$ cat config.mk
export PLATFORM = sky130hd
export DESIGN_NAME = genevr_regbank_flat
export DESIGN_NICKNAME = d
export VERILOG_FILES = /design/src/rtl/genevr_regbank_pkg.sv /design/src/rtl/genevr_regbank_if.sv /design/src/rtl/genevr_event_chan.sv /design/src/rtl/genevr_regbank.sv /design/src/flat_wrapper.sv
export SDC_FILE = /design/constraint.sdc
export NUM_CORES = 1
export LEC_CHECK = 0
export ABC_AREA = 1
export CORE_UTILIZATION = 48
export CTS_BUF_LIST = sky130_fd_sc_hd__clkbuf_2 sky130_fd_sc_hd__clkbuf_4 sky130_fd_sc_hd__clkbuf_8
export DETAILED_ROUTE_END_ITERATION = 10
export HOLD_SLACK_MARGIN = 0.05
export PLACE_DENSITY = 0.73
export SLEW_MARGIN = 20
export SYNTH_ARGS = -nofsm -noshare
export SYNTH_HDL_FRONTEND = slang
export SYNTH_SLANG_ARGS = --single-unit
$ cat constraint.sdc
create_clock -name clk -period 17.15 [get_ports clk]
set_input_delay 1.715 -clock clk [delete_from_list [all_inputs] [get_ports clk]]
set_output_delay 1.715 -clock clk [all_outputs]
set_load 0.1 [all_outputs]
$ cat src/rtl/genevr_regbank_pkg.sv
// Shared constants and types for the genevr register bank: word map, filler value, FSM states.
package genevr_regbank_pkg;

  localparam int STATUS_IDX = 32;
  localparam int IRQ_EN_IDX = 33;
  localparam int RAW_IDX    = 34;
  localparam int COUNT_BASE = 48;

  localparam logic [31:0] DEAD_VALUE = 32'hdead_beef;

  typedef enum logic [1:0] {
    IDLE = 2'd0,
    ACK  = 2'd1,
    WAIT = 2'd2
  } state_e;

endpackage

$ cat src/rtl/genevr_regbank_if.sv
// Host register-ring request/ack bundle between a host (master) and the register bank (slave).
interface genevr_regbank_if #(
  parameter int AXI_DATA_WIDTH = 32,
  parameter int AXI_ADDR_WIDTH = 26
);
  logic                      reg_req_in;
  logic                      reg_rd_wr_L_in;
  logic [AXI_ADDR_WIDTH-1:0] reg_addr_in;
  logic [AXI_DATA_WIDTH-1:0] reg_wr_data;
  logic                      reg_ack_out;
  logic [AXI_DATA_WIDTH-1:0] reg_rd_data;

  modport master (
    output reg_req_in, reg_rd_wr_L_in, reg_addr_in, reg_wr_data,
    input  reg_ack_out, reg_rd_data
  );

  modport slave (
    input  reg_req_in, reg_rd_wr_L_in, reg_addr_in, reg_wr_data,
    output reg_ack_out, reg_rd_data
  );
endinterface

$ cat src/rtl/genevr_event_chan.sv
// One event channel: sticky completion bit (write-1-to-clear) and a saturating event counter.
module genevr_event_chan #(
  parameter int CNT_W = 32
) (
  input  logic             clk,
  input  logic             reset,
  input  logic             ev,
  input  logic             w1c,
  input  logic             clr,
  output logic             sticky,
  output logic [CNT_W-1:0] cnt
);

  logic             sticky_q, sticky_d;
  logic [CNT_W-1:0] cnt_q, cnt_d;

  // A new event always wins over a clear landing in the same cycle.
  always_comb begin
    sticky_d = ev | (sticky_q & ~w1c);
    cnt_d    = cnt_q;
    if (clr) begin
      cnt_d = ev ? CNT_W'(1) : '0;
    end else if (ev && (cnt_q != '1)) begin
      cnt_d = cnt_q + CNT_W'(1);
    end
  end

  always_ff @(posedge clk or posedge reset) begin
    if (reset) begin
      sticky_q <= 1'b0;
      cnt_q    <= '0;
    end else begin
      sticky_q <= sticky_d;
      cnt_q    <= cnt_d;
    end
  end

  assign sticky = sticky_q;
  assign cnt    = cnt_q;

endmodule

$ cat src/rtl/genevr_regbank.sv
// Block-decoded register bank: control registers, per-channel status/counters, maskable irq, one ack per request.
module genevr_regbank
  import genevr_regbank_pkg::*;
#(
  parameter int AXI_DATA_WIDTH = 32,
  parameter int AXI_ADDR_WIDTH = 26,
  parameter int REG_ADDR_WIDTH = 8,
  parameter logic [AXI_ADDR_WIDTH-REG_ADDR_WIDTH-1:0] BLOCK_ADDR = 18'h10017,
  parameter int NUM_CTRL_REGS  = 8,
  parameter int NUM_CH         = 4
) (
  input  logic                                     clk,
  input  logic                                     reset,
  genevr_regbank_if.slave                          bus,
  output logic [AXI_DATA_WIDTH*NUM_CTRL_REGS-1:0]  ctrl_regs,
  output logic [NUM_CTRL_REGS-1:0]                 ctrl_wr_stb,
  input  logic [NUM_CH-1:0]                        ev_pulse,
  output logic                                     irq
);

  localparam int W     = AXI_DATA_WIDTH;
  localparam int IDX_W = REG_ADDR_WIDTH - 2;
  localparam int TAG_W = AXI_ADDR_WIDTH - REG_ADDR_WIDTH;

  state_e                   state_q, state_d;
  logic                     ack_q, ack_d;
  logic [W-1:0]             rd_data_q, rd_data_d;
  logic [W-1:0]             ctrl_q [NUM_CTRL_REGS];
  logic [W-1:0]             ctrl_d [NUM_CTRL_REGS];
  logic [NUM_CTRL_REGS-1:0] ctrl_wr_stb_q, ctrl_wr_stb_d;
  logic [NUM_CH-1:0]        irq_en_q, irq_en_d;
  logic                     irq_q, irq_d;

  logic [NUM_CH-1:0] sticky, w1c, clr;
  logic [W-1:0]      cnt [NUM_CH];
  logic [IDX_W-1:0]  word_idx;
  logic [TAG_W-1:0]  tag;
  logic [W-1:0]      rd_word;
  logic              hit, wr_hit, rd_hit;
  logic [1:0]        unused_addr_lsb;

  assign word_idx        = bus.reg_addr_in[REG_ADDR_WIDTH-1:2];
  assign tag             = bus.reg_addr_in[AXI_ADDR_WIDTH-1:REG_ADDR_WIDTH];
  assign unused_addr_lsb = bus.reg_addr_in[1:0];

  // Requests are only accepted from IDLE, which is what limits each request to a single ack.
  assign hit    = bus.reg_req_in && (tag == BLOCK_ADDR) && (state_q == IDLE);
  assign wr_hit = hit && !bus.reg_rd_wr_L_in;
  assign rd_hit = hit &&  bus.reg_rd_wr_L_in;

  always_comb begin
    ctrl_d        = ctrl_q;
    ctrl_wr_stb_d = '0;
    irq_en_d      = irq_en_q;
    w1c           = '0;
    clr           = '0;
    rd_word       = W'(DEAD_VALUE);
    for (int k = 0; k < NUM_CTRL_REGS; k++) begin
      if (int'(word_idx) == k) begin
        rd_word = ctrl_q[k];
        if (wr_hit) begin
          ctrl_d[k]        = bus.reg_wr_data;
          ctrl_wr_stb_d[k] = 1'b1;
        end
      end
    end
    if (int'(word_idx) == STATUS_IDX) begin
      rd_word = W'(sticky);
      if (wr_hit) w1c = bus.reg_wr_data[NUM_CH-1:0];
    end
    if (int'(word_idx) == IRQ_EN_IDX) begin
      rd_word = W'(irq_en_q);
      if (wr_hit) irq_en_d = bus.reg_wr_data[NUM_CH-1:0];
    end
    if (int'(word_idx) == RAW_IDX) begin
      rd_word = W'(ev_pulse);
    end
    for (int c = 0; c < NUM_CH; c++) begin
      if (int'(word_idx) == COUNT_BASE + c) begin
        rd_word = cnt[c];
        clr[c]  = wr_hit;
      end
    end
    rd_data_d = rd_hit ? rd_word : rd_data_q;
    ack_d     = hit;
    irq_d     = |(sticky & irq_en_q);
  end

  always_comb begin
    state_d = state_q;
    case (state_q)
      IDLE:    if (hit) state_d = ACK;
      ACK:     state_d = bus.reg_req_in ? WAIT : IDLE;
      WAIT:    if (!bus.reg_req_in) state_d = IDLE;
      default: state_d = IDLE;
    endcase
  end

  always_ff @(posedge clk or posedge reset) begin
    if (reset) begin
      state_q       <= IDLE;
      ack_q         <= 1'b0;
      rd_data_q     <= '0;
      ctrl_wr_stb_q <= '0;
      irq_en_q      <= '0;
      irq_q         <= 1'b0;
      for (int k = 0; k < NUM_CTRL_REGS; k++) ctrl_q[k] <= '0;
    end else begin
      state_q       <= state_d;
      ack_q         <= ack_d;
      rd_data_q     <= rd_data_d;
      ctrl_wr_stb_q <= ctrl_wr_stb_d;
      irq_en_q      <= irq_en_d;
      irq_q         <= irq_d;
      ctrl_q        <= ctrl_d;
    end
  end

  for (genvar c = 0; c < NUM_CH; c++) begin : g_ch
    genevr_event_chan #(.CNT_W(W)) u_chan (
      .clk    (clk),
      .reset  (reset),
      .ev     (ev_pulse[c]),
      .w1c    (w1c[c]),
      .clr    (clr[c]),
      .sticky (sticky[c]),
      .cnt    (cnt[c])
    );
  end

  for (genvar k = 0; k < NUM_CTRL_REGS; k++) begin : g_ctrl_out
    assign ctrl_regs[W*k +: W] = ctrl_q[k];
  end

  assign bus.reg_ack_out = ack_q;
  assign bus.reg_rd_data = rd_data_q;
  assign ctrl_wr_stb     = ctrl_wr_stb_q;
  assign irq             = irq_q;

endmodule
$ cat src/flat_wrapper.sv
// flat-port wrapper written by rule: the top's interface ports become plain ports
module genevr_regbank_flat import genevr_regbank_pkg::*;
#(
  parameter int AXI_DATA_WIDTH = 32,
  parameter int AXI_ADDR_WIDTH = 26,
  parameter int REG_ADDR_WIDTH = 8,
  parameter logic [AXI_ADDR_WIDTH-REG_ADDR_WIDTH-1:0] BLOCK_ADDR = 18'h10017,
  parameter int NUM_CTRL_REGS  = 8,
  parameter int NUM_CH         = 4
)
  (clk, reset, ctrl_regs, ctrl_wr_stb, ev_pulse, irq, bus_reg_req_in, bus_reg_rd_wr_L_in, bus_reg_addr_in, bus_reg_wr_data, bus_reg_ack_out, bus_reg_rd_data);
  genevr_regbank_if #(.AXI_DATA_WIDTH(AXI_DATA_WIDTH), .AXI_ADDR_WIDTH(AXI_ADDR_WIDTH)) bus_i ();
  input  logic clk;
  input  logic reset;
  output logic [AXI_DATA_WIDTH*NUM_CTRL_REGS-1:0] ctrl_regs;
  output logic [NUM_CTRL_REGS-1:0] ctrl_wr_stb;
  input  logic [NUM_CH-1:0] ev_pulse;
  output logic irq;
  input wire logic [$bits(bus_i.reg_req_in)-1:0] bus_reg_req_in;
  input wire logic [$bits(bus_i.reg_rd_wr_L_in)-1:0] bus_reg_rd_wr_L_in;
  input wire logic [$bits(bus_i.reg_addr_in)-1:0] bus_reg_addr_in;
  input wire logic [$bits(bus_i.reg_wr_data)-1:0] bus_reg_wr_data;
  output wire logic [$bits(bus_i.reg_ack_out)-1:0] bus_reg_ack_out;
  output wire logic [$bits(bus_i.reg_rd_data)-1:0] bus_reg_rd_data;
  assign bus_i.reg_req_in = bus_reg_req_in;
  assign bus_i.reg_rd_wr_L_in = bus_reg_rd_wr_L_in;
  assign bus_i.reg_addr_in = bus_reg_addr_in;
  assign bus_i.reg_wr_data = bus_reg_wr_data;
  assign bus_reg_ack_out = bus_i.reg_ack_out;
  assign bus_reg_rd_data = bus_i.reg_rd_data;
  genevr_regbank #(.AXI_DATA_WIDTH(AXI_DATA_WIDTH), .AXI_ADDR_WIDTH(AXI_ADDR_WIDTH), .REG_ADDR_WIDTH(REG_ADDR_WIDTH), .BLOCK_ADDR(BLOCK_ADDR), .NUM_CTRL_REGS(NUM_CTRL_REGS), .NUM_CH(NUM_CH)) u_core (.clk(clk), .reset(reset), .bus(bus_i), .ctrl_regs(ctrl_regs), .ctrl_wr_stb(ctrl_wr_stb), .ev_pulse(ev_pulse), .irq(irq));
endmodule
==> out/qor.yml <==
floorplanning:
  num_io_pins: 364
  start_util_pct: 48.6
  die_w_um: 214
  coreArea_um2: 44200
  die_area_um2: 45700
  std_cell_rows: 77
  fp.dieH_um: 214
critical_path:
  critPathRequiredTime_ns: 17.66
  cp-startpoint: "bus_reg_addr_in[6]"
  crit_path_max_incr_delay_ns: 0.72
  crit_path_max_fanout: 60
  r2r-start: "u_core.g_ch[0].u_chan.cnt[0]$_DFFE_PP0P_"
  ff2ff_setup_slack_ns: 14.27
  crit_chain: "clkdlybuf4s50_1 -> nor2_8 -> nand2_1 -> nor3_2 -> buf_4 -> inv_2 -> nor2_4 -> clkinv_2 -> nand2_1 -> o21ai_1"
  crit_path_end_kind: "flop"
  worstSetupPathType: "input pin to flop"
  crit_top_cell: "nand2_1"
  worstSetupStartpointType: "input pin"
  cpLargestDelayFamily: "buffers and inverters"
  path_buf_inv: 4
  timing.critical_path.slowest_stage_cell: "clkinv_2"
  arrival_ns: 4.88
clocking:
  cts_setup_buffers: 0
  clock_sinks: 436
  hold_buffers: 0
  ctsLongestPathBuffers: 3
  cts_resized: 0
  path_clk_slew_ns: 0.06
  clock_latency_ns: 0.68
  cts_tree: "yes"
  h-tree-depth: 3
  cts_root_buf: "clkbuf_8"
  cts_buffers: 79
power:
  p_sw_mw: 0.641
  p_int_mw: 1.72
  max-vdd-ir-drop_mv: 0.0755
  p_per_area_nw_per_um2: 86.9
  power_leakage_nw: 12.6
  p_clk_share_pct: 44.3
  combPwrFrac_pct: 8.7
  power_frac_seq_pct: 47.0
  switching_share_pct: 27.1
worst_hold_path:
  hold_path_class: "flop to flop"
  hp-start: "u_core.bus.reg_rd_data[5]$_DFFE_PP0P_"
timing:
  min_period_ns: 4.37
  finalSetupViolCount: 0
  slew-limit-headroom_pct: 25.2
  tightestPinTransition_ns: 1.12
  finalClockSkew_ns: 0.0388
  max_freq_ghz: 0.229
  final_hold_viol_count: 0
  layout_setup_ws_ns: 12.78
  grt_setup_unrepaired: "no"
  finalMaxSlewViolations: 0
  tns_ns: 0
  min_period_over_period_pct: 25.5
layout:
  final_nets: 3125
  finalInstanceArea_um2: 27200
  drive_gt1_share_pct: 8.73
  n_antenna_cell: 0
  syn_to_final_growth_pct: 26.4
  fin_cells: 3706
synthesis:
  ys.flop_type: "dfrtp_1"
  yosys.cell_count.top_type: "nand2_1"
  seq_area_frac_synth_pct: 50.7
  synth-seq-cells: 436
  async_flop_share_pct: 100
  synth_edf_count: 0
  netlist_instances: 2699
  synth_cell_type_count: 53
  syn-cell-area_um2: 21500
  yosys-top-cells-area: "dfrtp_1 51%, nand2_1 12%, inv_1 4.2%"
  synth_warnings: 0
  synth_largest_area_cell: "dfrtp_1"
  syn_nets: 2769
  synth_common_cells: "697 x nand2_1, 436 x dfrtp_1, 243 x inv_1"
  avgSynthCellArea_um2: 7.97
  synth_top_area_share_pct: 50.7
routing:
  drtIter0Drc: 1987
  antenna_left: 0
  vias: 20800
  drt_wl_total_mm: 76.2
  routed_via_density: 5.62
  drc: 0
  dr.pass1.iters: 6
  wire_per_inst_um: 20.6
global_routing:
  grt_max_degree: 82
  use_met3_pct: 8.49
  grt_pass1_wl_mm: 115
  overflow: 0
  grt_use_total_pct: 33.6
  grt_pass1_vias: 19800
  grt_use_met2_pct: 50.5
  antenna_found_initial: 0
  use_met1_pct: 45.1
  grt-busiest-layer: "met2"
place:
  place.gp.congestion: 0.953
  dp_slack_ns: 11.99
  place_inst: 3565
  placed_area_um2: 25500
  detailed_place_hpwl_mm: 55.2
  io_buffers: 361
job:
  drv_cap: 0
status:
  status: "completed"
==> area by class of cell <==
type,count,area [um^2]
fillers,3935,17000
flip-flops and latches,436,10900
multi-input cells,1884,9040
repair buffers,379,3770
clock buffers,128,1590
inverters,275,1050
well taps,592,741
clock inverters,12,92.6
==> cell families (layout without fill, tap and decap cells) <==
logic type,count (synthesis),count (layout),synth area share (%)
compound gates,583,583,14.7
xor+xnor,13,13,0.529
fa+ha+maj,4,4,0.233
buf+inv,379,794,7.29
flops,436,436,50.7
simple gates,1284,1284,26.6
==> cell usage in the layout (no fill, tap or decap), types with 10 or more instances in the layout <==
cell type	instances
o211ai_1	10
nand2_2	13
clkbuf_8	101
clkbuf_4	27
o21ai_1	181
a31oi_1	10
or2_2	13
o21a_1	10
nor2_4	11
nor2_1	234
nor3_1	90
a21oi_1	148
o22ai_1	21
clkdlybuf4s50_1	361
dfrtp_1	436
buf_4	16
o21ai_0	171
nor4_1	18
inv_2	28
o211ai_2	10
nand4_1	77
nand3_1	73
nor2_2	11
inv_1	242
nand2_1	696
==> power groups by stage <==
stage	combinational (mW)	clock [mW]	sequential [mW]
2_1_floorplan	0.137	0	1.12
3_3_place_gp	0.198	0	1.12
3_5_place_dp	0.204	0	1.13
4_1_cts	0.206	1.06	1.11
5_1_grt	0.232	1.10	1.12
6_report	0.206	1.05	1.11
==> per-stage QoR <==
step | hold WS [ns] | power (mW) | util (%)
after floorplan | 0.457 | 1.25 | -
after global placement | 0.469 | 1.32 | 57.6
after detailed placement | 0.468 | 1.33 | 57.6
after CTS | 0.483 | 2.37 | 61.4
after global routing | 0.498 | 2.45 | 61.5
final | 0.477 | 2.36 | 61.5
==> tightest hold or removal path, stage by stage (launching register included) <==
cell	delay [ns]
dfrtp_1	0.33
nand2_1	0.05
nand2_1	0.05
==> metal layers <==
layer	routed length [um]	up-vias	share of wire, %
met4	3810	0	5.0
li1	-	9665	-
met3	6530	194	8.6
met5	0	-	0
met1	32000	10000	42
met2	33900	929	44
==> path summary, 6_finish.rpt <==
kind / to / cells after the start
min: u_core.bus.reg_rd_data[5]$_DFFE_PP0P_ / 2
max in group asynchronous: u_core.bus.reg_rd_data[13]$_DFFE_PP0P_ / 4
max: u_core.ctrl_regs[210]$_DFFE_PP0P_ / 10
max reg2reg: u_core.g_ch[0].u_chan.cnt[0]$_DFFE_PP0P_ / 10
min in group asynchronous: u_core.ctrl_regs[23]$_DFFE_PP0P_ / 2
min reg2reg: u_core.bus.reg_rd_data[5]$_DFFE_PP0P_ / 2
==> flip-flops by register name (all words and copies together) (netlist names) <==
name / cells
u_core.bus.reg_rd_data: 32
u_core.state_q: 2
u_core.irq: 1
u_core.ctrl_regs: 256
u_core.bus.reg_ack_out: 1
u_core.g_ch.u_chan.cnt: 128
u_core.ctrl_wr_stb: 8
u_core.g_ch.u_chan.sticky: 4
u_core.irq_en_q: 4
(Power assumes the default switching activity.)
